`config.mk`:
```
export PLATFORM = sky130hd
export DESIGN_NAME = layer_deserializer
export DESIGN_NICKNAME = d
export VERILOG_FILES = /design/src/rtl/layer_pkg.sv /design/src/rtl/layer_deserializer_frame_out_reg.sv /design/src/rtl/layer_deserializer.sv
export SDC_FILE = /design/constraint.sdc
export NUM_CORES = 1
export LEC_CHECK = 0
export CAP_MARGIN = 20
export CORE_MARGIN = 2
export CORE_UTILIZATION = 40
export CTS_CLUSTER_SIZE = 28
export DETAILED_ROUTE_END_ITERATION = 10
export PLACE_DENSITY = 0.63
export SLEW_MARGIN = 10
export SYNTH_ARGS = -nofsm -noshare
export SYNTH_HDL_FRONTEND = slang
export SYNTH_SLANG_ARGS = --single-unit
```
`constraint.sdc`:
```
create_clock -name clk -period 2.55 [get_ports clk]
set_clock_uncertainty 0.2 [all_clocks]
set_input_delay 0.51 -clock clk [delete_from_list [all_inputs] [get_ports clk]]
set_output_delay 0.51 -clock clk [all_outputs]
set_load 0.01 [all_outputs]
```
`src/rtl/layer_pkg.sv`:
```
// layer_pkg: constants, deserializer states and frame type shared by the layer datapath.
package layer_pkg;
   localparam int LAYER_SIZE  = 3;
   localparam int LAYER_DEPTH = 8;
   typedef enum logic [1:0] {IDLE, COLLECT, HOLD} deser_state_t;
   typedef logic [LAYER_SIZE-1:0][LAYER_DEPTH-1:0] layer_frame_t;
endpackage

```
`src/rtl/layer_deserializer_frame_out_reg.sv`:
```
// frame_out_reg: single-entry valid/ready holding register for a parallel frame.
module frame_out_reg import layer_pkg::*; #(
   parameter int SIZE  = LAYER_SIZE,
   parameter int DEPTH = LAYER_DEPTH
) (
   input  logic                       clk,
   input  logic                       rst,
   input  logic                       load,
   input  logic [SIZE-1:0][DEPTH-1:0] load_data,
   input  logic                       ready,
   output logic                       valid,
   output logic [SIZE-1:0][DEPTH-1:0] data,
   output logic                       free,
   output logic [15:0]                cnt
);
   // A load may coincide with acceptance of the current frame, so free looks at ready too.
   assign free = !valid || ready;
   always_ff @(posedge clk or negedge rst)
      if (!rst) begin
         valid <= 1'b0;
         data  <= '0;
         cnt   <= '0;
      end else if (load) begin
         valid <= 1'b1;
         data  <= load_data;
         cnt   <= cnt + 1'b1;
      end else if (ready) begin
         valid <= 1'b0;
      end
endmodule

```
`src/rtl/layer_deserializer.sv`:
```
// layer_deserializer: reassembles a serial word stream into SIZE-word frames, double-buffered
// behind a valid/ready output register.
module layer_deserializer import layer_pkg::*; #(
   parameter int SIZE  = LAYER_SIZE,
   parameter int DEPTH = LAYER_DEPTH
) (
   input  logic                       clk,
   input  logic                       rst,
   input  logic                       in_valid,
   input  logic                       in_first,
   input  logic [DEPTH-1:0]           in_data,
   output logic                       out_valid,
   input  logic                       out_ready,
   output logic [SIZE-1:0][DEPTH-1:0] out_data,
   output logic                       overrun,
   output logic [15:0]                frame_cnt
);
   localparam int IW = $clog2(SIZE);
   localparam logic [IW-1:0] LAST = IW'(SIZE - 1);
   deser_state_t state, state_n;
   logic [IW-1:0] idx, idx_n;
   logic [SIZE-1:0][DEPTH-1:0] col_buf, col_buf_n;
   logic load, free, ovr_set;
   always_ff @(posedge clk or negedge rst)
      if (!rst) begin
         state   <= IDLE;
         idx     <= '0;
         col_buf <= '0;
         overrun <= 1'b0;
      end else begin
         state   <= state_n;
         idx     <= idx_n;
         col_buf <= col_buf_n;
         overrun <= overrun || ovr_set;
      end
   // The output register always loads col_buf_n, so the last word bypasses the buffer.
   always_comb begin
      state_n   = state;
      idx_n     = idx;
      col_buf_n = col_buf;
      load      = 1'b0;
      ovr_set   = 1'b0;
      case (state)
         IDLE: if (in_valid && in_first) begin
            col_buf_n[0] = in_data;
            idx_n        = IW'(1);
            state_n      = COLLECT;
         end
         COLLECT: if (in_valid) begin
            if (in_first) begin
               col_buf_n[0] = in_data;
               idx_n        = IW'(1);
               ovr_set      = 1'b1;
            end else begin
               col_buf_n[idx] = in_data;
               idx_n          = idx == LAST ? '0 : idx + 1'b1;
               if (idx == LAST) begin
                  load    = free;
                  state_n = free ? IDLE : HOLD;
               end
            end
         end
         HOLD: begin
            ovr_set = in_valid;
            load    = free;
            state_n = free ? IDLE : HOLD;
         end
         default: state_n = IDLE;
      endcase
   end
   frame_out_reg #(.SIZE(SIZE), .DEPTH(DEPTH)) u_out (
      .clk       (clk),
      .rst       (rst),
      .load      (load),
      .load_data (col_buf_n),
      .ready     (out_ready),
      .valid     (out_valid),
      .data      (out_data),
      .free      (free),
      .cnt       (frame_cnt)
   );
endmodule
```
Word level (Yosys, flattened, before mapping)
Index checks and enable logic that the tools add are counted.

Word-level logic and storage cells: 60. Output and inout bits: 42. Bits of input ports: 13. Register bits: 70.

Multiplexer cells: 28. $lt $le $gt $ge: 2. Equal/unequal tests: 7. Add/sub/neg operators: 2. Reduce and logical (&&, ||, !) cells: 10.

Operators with widths (count): $mux W16 (2); $bwmux W24 (1); $mux W24 (1); $mux W8 (3); $add A16 B1 Y16 const B (1); $demux W8 S2 (1); $mux W2 (8); $pmux W8 S2 (1); $ne A2 B2 Y1 const B (4); $mux W1 (7); $pmux W2 S3 (1); $eq A2 B2 Y1 const B (2); $pmux W1 S2 (2); $pmux W2 S2 (1); $reduce_and A4 Y1 (1); $reduce_bool A2 Y1 (2); $lt A2 B3 Y1 const B (1); $reduce_and A3 Y1 (1); $add A2 B1 Y2 const B (1); $eq A2 B1 Y1 const B (1); $ge A2 B1 Y1 const B (1); $logic_and A1 B1 Y1 (2); $logic_not A2 Y1 (1); $logic_or A1 B1 Y1 (2); $logic_not A1 Y1 (1).

Logic depth before layout (Yosys ltp)
Gate-level depths: netlist (run 1).

Word-level depth: 8. Gate-level depth with buffers: 7. Gate-level depth less buffers: 6.

Cells and area by module
Synthesis (run 1) repeated with hierarchy kept, for this count alone.

Cells, all modules: 254. Area total of the unflattened synthesis: 3189.3 µm².

Modules (own cells, without submodules): frame_out_reg (cells each 109, area an instance 1621.6 µm², times used 1, seq. area each 1026.0 µm²); layer_deserializer (cells each 145, area an instance 1567.8 µm², times used 1, seq. area each 725.7 µm²).

Worst setup path before layout (run 1)
Ideal clock, no wire load.

Path type: flip-flop to flip-flop. Start point: register state[1]. End point: register u_out.data[10] (netlist bit). Data arrival time: 1.773 ns. Path buffers: 0. Setup slack: 0.452 ns. Required time: 2.225 ns. Stages on the path, launching flop included: 7. Period minus slack after synthesis: 2.098 ns. Setup time: 0.125 ns. Cells stage by stage: dfrtp_1 -> inv_1 -> ha_1 -> nand3_1 -> nor3_4 -> mux2_2 -> mux2_2.

RTL lines: from (decl) (RTL line layer_deserializer.sv:20) `deser_state_t state, state_n;`; from (signal assigned) (RTL line layer_deserializer.sv:31) `state <= state_n;`; to (signal assigned) (RTL line layer_deserializer_frame_out_reg.sv:25) `data <= load_data;`; to (decl) (RTL line layer_deserializer_frame_out_reg.sv:12) `output logic [SIZE-1:0][DEPTH-1:0] data,`.

==> out/metrics.csv, run 1 <==
metric,value,unit
outcome,"complete, no violations",
Hold Fails Final Rpt,0,
Hold Crit Depth,1,
initial core utilization,41.4,%
antenna fix cells,0,
number of vias in the routed layout,2209,
chip height,93.4,um
fraction of final layout cells sized beyond drive strength 1,23.4,%
R2R depth,8,
gate count of the mapped netlist,255,
endpoint of the worst register-to-register path,u_out.data[2],
total die area,8730,um^2
cell area after synthesis,3200,um^2
later-pin clock latency in the skew report,0.36,ns
nature of the critical path startpoint,flop,
highest cell delay on the worst timing path,0.40,ns
Total Routing Usage GR,16.8,%
critical path peak fanout,15,
routed wire length on met2,3.05,mm
Mapped Avg Cell Area,12.5,um^2
leading cell types by total area after synthesis,"dfrtp_1, mux2_2, mux2_4",
routed length on met3,243,um
max_slew headroom,73.6,%
share of the yosys chip area belonging to registers,54.8,%
Net Sw Power,0.000996,W
wire per inst,15.3,um
FMAX,0.449,GHz
Sw Share,28.3,%
clock sink count,70,
part of the total power dissipated in sequential elements,42.1,%
net count after synthesis,273,
internal power component,0.00252,W
horizontal die dimension,93.4,um
maximum clock insertion buffer count,2,
drc violations,0,
prevailing post-synth register cell,dfrtp_1,
clock share of power,31.7,%
number of instances in the placed design,410,
path category of the worst min-delay check,flop to flop,
GP Congestion,0.764,
number of violations of the max-capacitance limit,0,
fraction of registers with async set or reset after synthesis,100,%
Resized cells post-CTS,0,
post-route non-filler standard cell count,427,
pin count of the biggest net entering global routing,71,
register bit count reported by yosys,70,
quantity of hold-fixing buffers added after cts,1,
clock slew seen by the registers of the worst setup and hold paths,0.08,ns
launch point of the worst hold path,u_out.cnt[15],
leakage power summed over all cells,1.91,nW
pre-CTS setup slack,0.0502,ns
"Net count, final",338,
cell types with the highest counts after synthesis,"dfrtp_1, mux2_2, nand2_1",
number of CTS-inserted buffers,9,
Netlist cell types,41,
setup repair after global routing missed its margin,false,
residual antenna-violating net count after detailed routing,0,
R2R setup slack,0.33,ns
"critical path, cell by cell",inv_1 -> ha_1 -> buf_4 -> buf_4 -> nand2b_1 -> a31oi_1 -> o211ai_1 -> mux2_2,
"Slowest-stage cell, CP",dfrtp_1,
Post CTS Setup Buffer Count,0,
IR Drop Worst-Case VDD,0.000450,V
cell type with the highest aggregate area in the netlist,dfrtp_1,
uppermost routed layer,met4,
CP Capture Type,flop,
Finish-stage setup viols,0,
post-place instance area,3940,um^2
via count of the first global-routing pass,2218,
share of the clock period used by the worst path,87.2,%
Max Transition Viols Final,0,
Setup Total Neg Slack,0,ns
Combinational Power Share,26.2,%
Crit Path Class,flop to flop,
met1 wire length,3.08,mm
warning count from the yosys run,0,
HPWL Detailed,4.33,mm
ports placed on the boundary,55,
Via density,5.17,
Pwr Density,839,nW/um^2
overflow left after global routing,0,
post-synth top area share,54.8,%
number of antenna violations at the first check in global routing,0,
Starting DRT DRC Count,182,
Area growth syn-to-layout,31.3,%
TritonCTS clock tree,done,
Port Buf Inserts,54,
library cell appearing most often on the critical path,buf_4,
data arrival time of the critical path,2.26,ns
Worst-Margin Slew,0.395,ns
area of the core,7730,um^2
shortest clock period the worst path allows after layout,2.22,ns
deepest level of the CTS H-tree,3,
Root Driver,clkbuf_8,
required time worst endpoint,2.58,ns
final worst setup slack,0.325,ns
"count leader, synth",dfrtp_1,
hold path endpoint,u_out.cnt[15],
final non-filler cell area,4200,um^2
worst reg2reg path startpoint,state[1],
wire length of the first global-routing pass,11.2,mm
number of flops mapped to enable cells by yosys,0,
routed wire length,6.53,mm
number of detailed-route iterations in the first pass,4,
total number of placement rows,32,
[metrics by stage]
stage | hold slack, ns | total power [W] | util, %
3_5_place_dp | 0.263 | 0.00243 | 51.0
2_1_floorplan | 0.0144 | 0.00209 | -
3_3_place_gp | 0.258 | 0.00241 | 51.0
5_1_grt | 0.310 | 0.00373 | 54.3
6_report | 0.277 | 0.00352 | 54.3
4_1_cts | 0.280 | 0.00356 | 54.3
[registers in the layout, summed over array words and instances (netlist names)]
register,flops
u_out.valid,1
state,2
u_out.cnt,16
idx,2
overrun,1
col_buf,24
u_out.data,24
[worst max-delay path, delay by kind of cell, from the launching register on]
family          cells  cell delay, ns
buf+inv             3            0.48
mux                 1            0.29
fa+ha+maj           1            0.18
simple gates        1            0.20
compound gates      2            0.36
flops               1            0.40
[cells in the final DEF (no fill, tap or decap), types with 8 or more instances in the layout]
cell / count
nand4_1: 8
and4_1: 8
dfrtp_1: 70
clkdlybuf4s50_1: 53
clkbuf_8: 10
xor2_1: 12
mux2_2: 32
nand2_1: 19
buf_4: 10
mux2_4: 8
[kinds of logic (layout without fill, tap and decap cells)]
| kind of cell | Yosys count | count (layout) | share of synthesized area (%) |
|---|---|---|---|
| buffers and inverters | 22 | 92 | 3.56 |
| AO/OA/AOI/OAI | 34 | 34 | 7.39 |
| AND/OR/NAND/NOR | 68 | 68 | 12.9 |
| flip-flops | 70 | 70 | 54.8 |
| XOR/XNOR | 15 | 15 | 4.11 |
| adder cells (fa/ha/maj) | 5 | 5 | 1.96 |
| multiplexers | 41 | 41 | 15.3 |
[power by group through the flow]
stage               Sequential (W)  Combinational (W)  Clock, W
floorplan                  0.00149           0.000594         0
global placement           0.00150           0.000911         0
detailed placement         0.00151           0.000921         0
CTS                        0.00149           0.000929   0.00114
global route               0.00151            0.00103   0.00119
finish                     0.00148           0.000921   0.00112
[worst max-delay path by stage]
stage | from | end | slack [ns] | cells past startpoint
after floorplan | state[1] | u_out.data[10] | 0.45 | 6
after global placement | in_first | u_out.data[21] | 0.06 | 6
after detailed placement | in_first | u_out.data[20] | 0.05 | 6
after CTS | state[1] | u_out.data[2] | 0.34 | 8
after global routing | state[1] | u_out.data[2] | 0.16 | 8
final | state[1] | u_out.data[2] | 0.33 | 8
[metal layers]
layer	vias to the layer above	GRT usage [%]
li1	1043	-
met1	1104	23.6
met2	50	24.8
met3	12	3.30
met4	0	8.46
met5	-	0
[layout make-up]
cell class	instances	area [um^2]
clock buffer	11	141
multi-input combinational	163	1340
inverter	7	26.3
timing repair buffer	69	701
clock inverter	5	106
fill	656	3530
tap	102	128
sequential	70	1750
(Power assumes the default switching activity.)
==> inputs of run 2 (changes only) <==
--- a/config.mk
+++ b/config.mk
@@ -6,12 +6,13 @@
 export NUM_CORES = 1
 export LEC_CHECK = 0
 export CAP_MARGIN = 20
-export CORE_MARGIN = 2
 export CORE_UTILIZATION = 40
 export CTS_CLUSTER_SIZE = 28
 export DETAILED_ROUTE_END_ITERATION = 10
+export GPL_TIMING_DRIVEN = 0
 export PLACE_DENSITY = 0.63
 export SLEW_MARGIN = 10
 export SYNTH_ARGS = -nofsm -noshare
 export SYNTH_HDL_FRONTEND = slang
 export SYNTH_SLANG_ARGS = --single-unit
+export TNS_END_PERCENT = 10
==> run 2 against run 1 <==
Net effect:
- sequential cell count unchanged
- sequential power about the same
- hold slack gained 0.0037 ns
- fmax decreased by 6.5%
- combinational power grew 1%
- setup slack lost 0.15 ns
- critical path type unchanged
==> out/metrics.csv, run 2 (synthesis results as in run 1) <==
metric,value,unit,change
Hold Fails Final Rpt,0,,unchanged
maximum clock insertion buffer count,2,,unchanged
total die area,8360,um^2,-4.2%
data arrival time of the critical path,2.41,ns,+0.15 ns
routed wire length,6.72,mm,+3.0%
clock slew seen by the registers of the worst setup and hold paths,0.08,ns,about the same
critical path's top delay family,compound AO/OA/AOI/OAI gates,,
Hold Crit Depth,1,,unchanged
Starting DRT DRC Count,183,,+0.55%
residual antenna-violating net count after detailed routing,0,,unchanged
final worst setup slack,0.172,ns,-0.153 ns
Worst-Margin Slew,0.476,ns,+0.0810 ns
final standard cell utilization of the core,53.2,%,-1.1 points
via count of the first global-routing pass,2243,,+1.1%
number of CTS-inserted buffers,9,,unchanged
Pwr Density,804,nW/um^2,-4.1%
worst reg2reg path startpoint,state[1],,
critical path peak fanout,10,,-5
shortest clock period the worst path allows after layout,2.38,ns,+0.153 ns
final-layout worst hold slack,0.280,ns,+0.00372 ns
R2R setup slack,0.17,ns,-0.15 ns
setup repair after global routing missed its margin,true,,
number of detailed-route iterations in the first pass,4,,unchanged
combined buffer and inverter count along the critical path,2,,-1
Total Routing Usage GR,17.9,%,+1.1 points
drc violations,0,,unchanged
"critical path, cell by cell",inv_1 -> ha_1 -> buf_2 -> nand3_1 -> a31oi_1 -> o211ai_1 -> mux2_2,,
Resized cells post-CTS,0,,unchanged
horizontal die dimension,91.4,um,-2.1%
antenna fix cells,0,,unchanged
most frequent cells in the layout,"dfrtp_1, clkdlybuf4s50_1, mux2_2",,
FMAX,0.420,GHz,-6.5%
total number of placement rows,32,,unchanged
largest registers,"col_buf: 24 flops, u_out.data: 24 flops, u_out.cnt: 16 flops",,
fraction of final layout cells sized beyond drive strength 1,22.6,%,-0.75 points
leakage power summed over all cells,1.87,nW,-2.1%
Root Driver,clkbuf_8,,
Via density,5.10,,-1.3%
GP Congestion,0.754,,-1.3%
deepest level of the CTS H-tree,3,,unchanged
CP Capture Type,flop,,
outcome,"complete, no violations",,
Crit Path Class,flop to flop,,
path category of the worst min-delay check,flop to flop,,
number of antenna violations at the first check in global routing,0,,unchanged
wire per inst,15.7,um,+2.5%
pin count of the biggest net entering global routing,56,,-21%
pre-CTS setup slack,-0.136,ns,-0.187 ns
nature of the critical path startpoint,flop,,
ports placed on the boundary,55,,unchanged
initial core utilization,41.4,%,unchanged
Setup Total Neg Slack,0,ns,unchanged
endpoint of the worst register-to-register path,u_out.data[1],,
number of vias in the routed layout,2190,,-0.86%
hold path endpoint,u_out.cnt[15],,
IR Drop Worst-Case VDD,0.000420,V,-6.6%
Max Transition Viols Final,0,,unchanged
share of the clock period used by the worst path,93.3,%,+6.0 points
HPWL Detailed,4.60,mm,+6.2%
clock sink count,70,,unchanged
highest cell delay on the worst timing path,0.41,ns,about the same
"Slowest-stage cell, CP",dfrtp_1,,
R2R depth,7,,-1
later-pin clock latency in the skew report,0.35,ns,about the same
Area growth syn-to-layout,28.5,%,
Port Buf Inserts,53,,-1.9%
Finish-stage setup viols,0,,unchanged
chip height,91.4,um,-2.1%
required time worst endpoint,2.58,ns,about the same
number of violations of the max-capacitance limit,0,,unchanged
"Net count, final",340,,+0.59%
TritonCTS clock tree,done,,
area of the core,7730,um^2,unchanged
overflow left after global routing,0,,unchanged
most common library cell in the layout ignoring fill and taps,dfrtp_1,,
launch point of the worst hold path,u_out.cnt[15],,
max_slew headroom,68.3,%,-5.3 points
wire length of the first global-routing pass,11.4,mm,+2.0%
==> run 2: how the worst max path moves through the flow <==
| stage | end | depth (start not counted) | start | slack [ns] |
|---|---|---|---|---|
| floorplan | u_out.data[10] | 6 | state[1] | 0.45 |
| global placement | u_out.cnt[12] | 1 | rst | -1.63 |
| global route | state[1] | 6 | in_valid | -0.02 |
| finish | u_out.data[1] | 7 | state[1] | 0.17 |
| detailed placement | u_out.data[4] | 6 | in_valid | -0.14 |
| CTS | u_out.data[11] | 6 | state[1] | 0.12 |
==> run 2: final cells by class <==
type	instances	area [um^2]
plain buffers	15	87.6
clock buffers	10	128
clock inverters	6	70.1
fillers	670	3620
inverters	7	26.3
multi-input cells	163	1330
flip-flops and latches	70	1750
well taps	102	128
repair buffers	56	586
==> run 2: report_power, final <==
part,internal [W],switching [W],total (W)
Combinational,0.000469,0.000465,0.000933
Clock,0.000459,0.000445,0.000903
Sequential,0.00136,0.000103,0.00147
==> run 2: what timing repair did <==
item                                    CTS  global route
buffers inserted                          0             1
hold endpoints to repair                 15             0
hold buffers                              1             0
endpoints found under the setup margin    0             9
==> run 2: through the flow <==
| stage | instances | cell area [um^2] | total power, W |
|---|---|---|---|
| global placement | 410 | 3860 | 0.00238 |
| global route | 429 | 4110 | 0.00352 |
| detailed placement | 411 | 3880 | 0.00241 |
| finish | 429 | 4110 | 0.00330 |
| CTS | 428 | 4090 | 0.00333 |
| floorplan | 255 | 3200 | 0.00209 |
==> run 2: routing by layer <==
metal	routed length, um	vias to the layer above	GRT usage, %
met4	150	0	8.33
met3	257	12	4.86
met2	3050	42	25.9
met1	3260	1078	24.8
met5	0	-	0
li1	-	1058	-
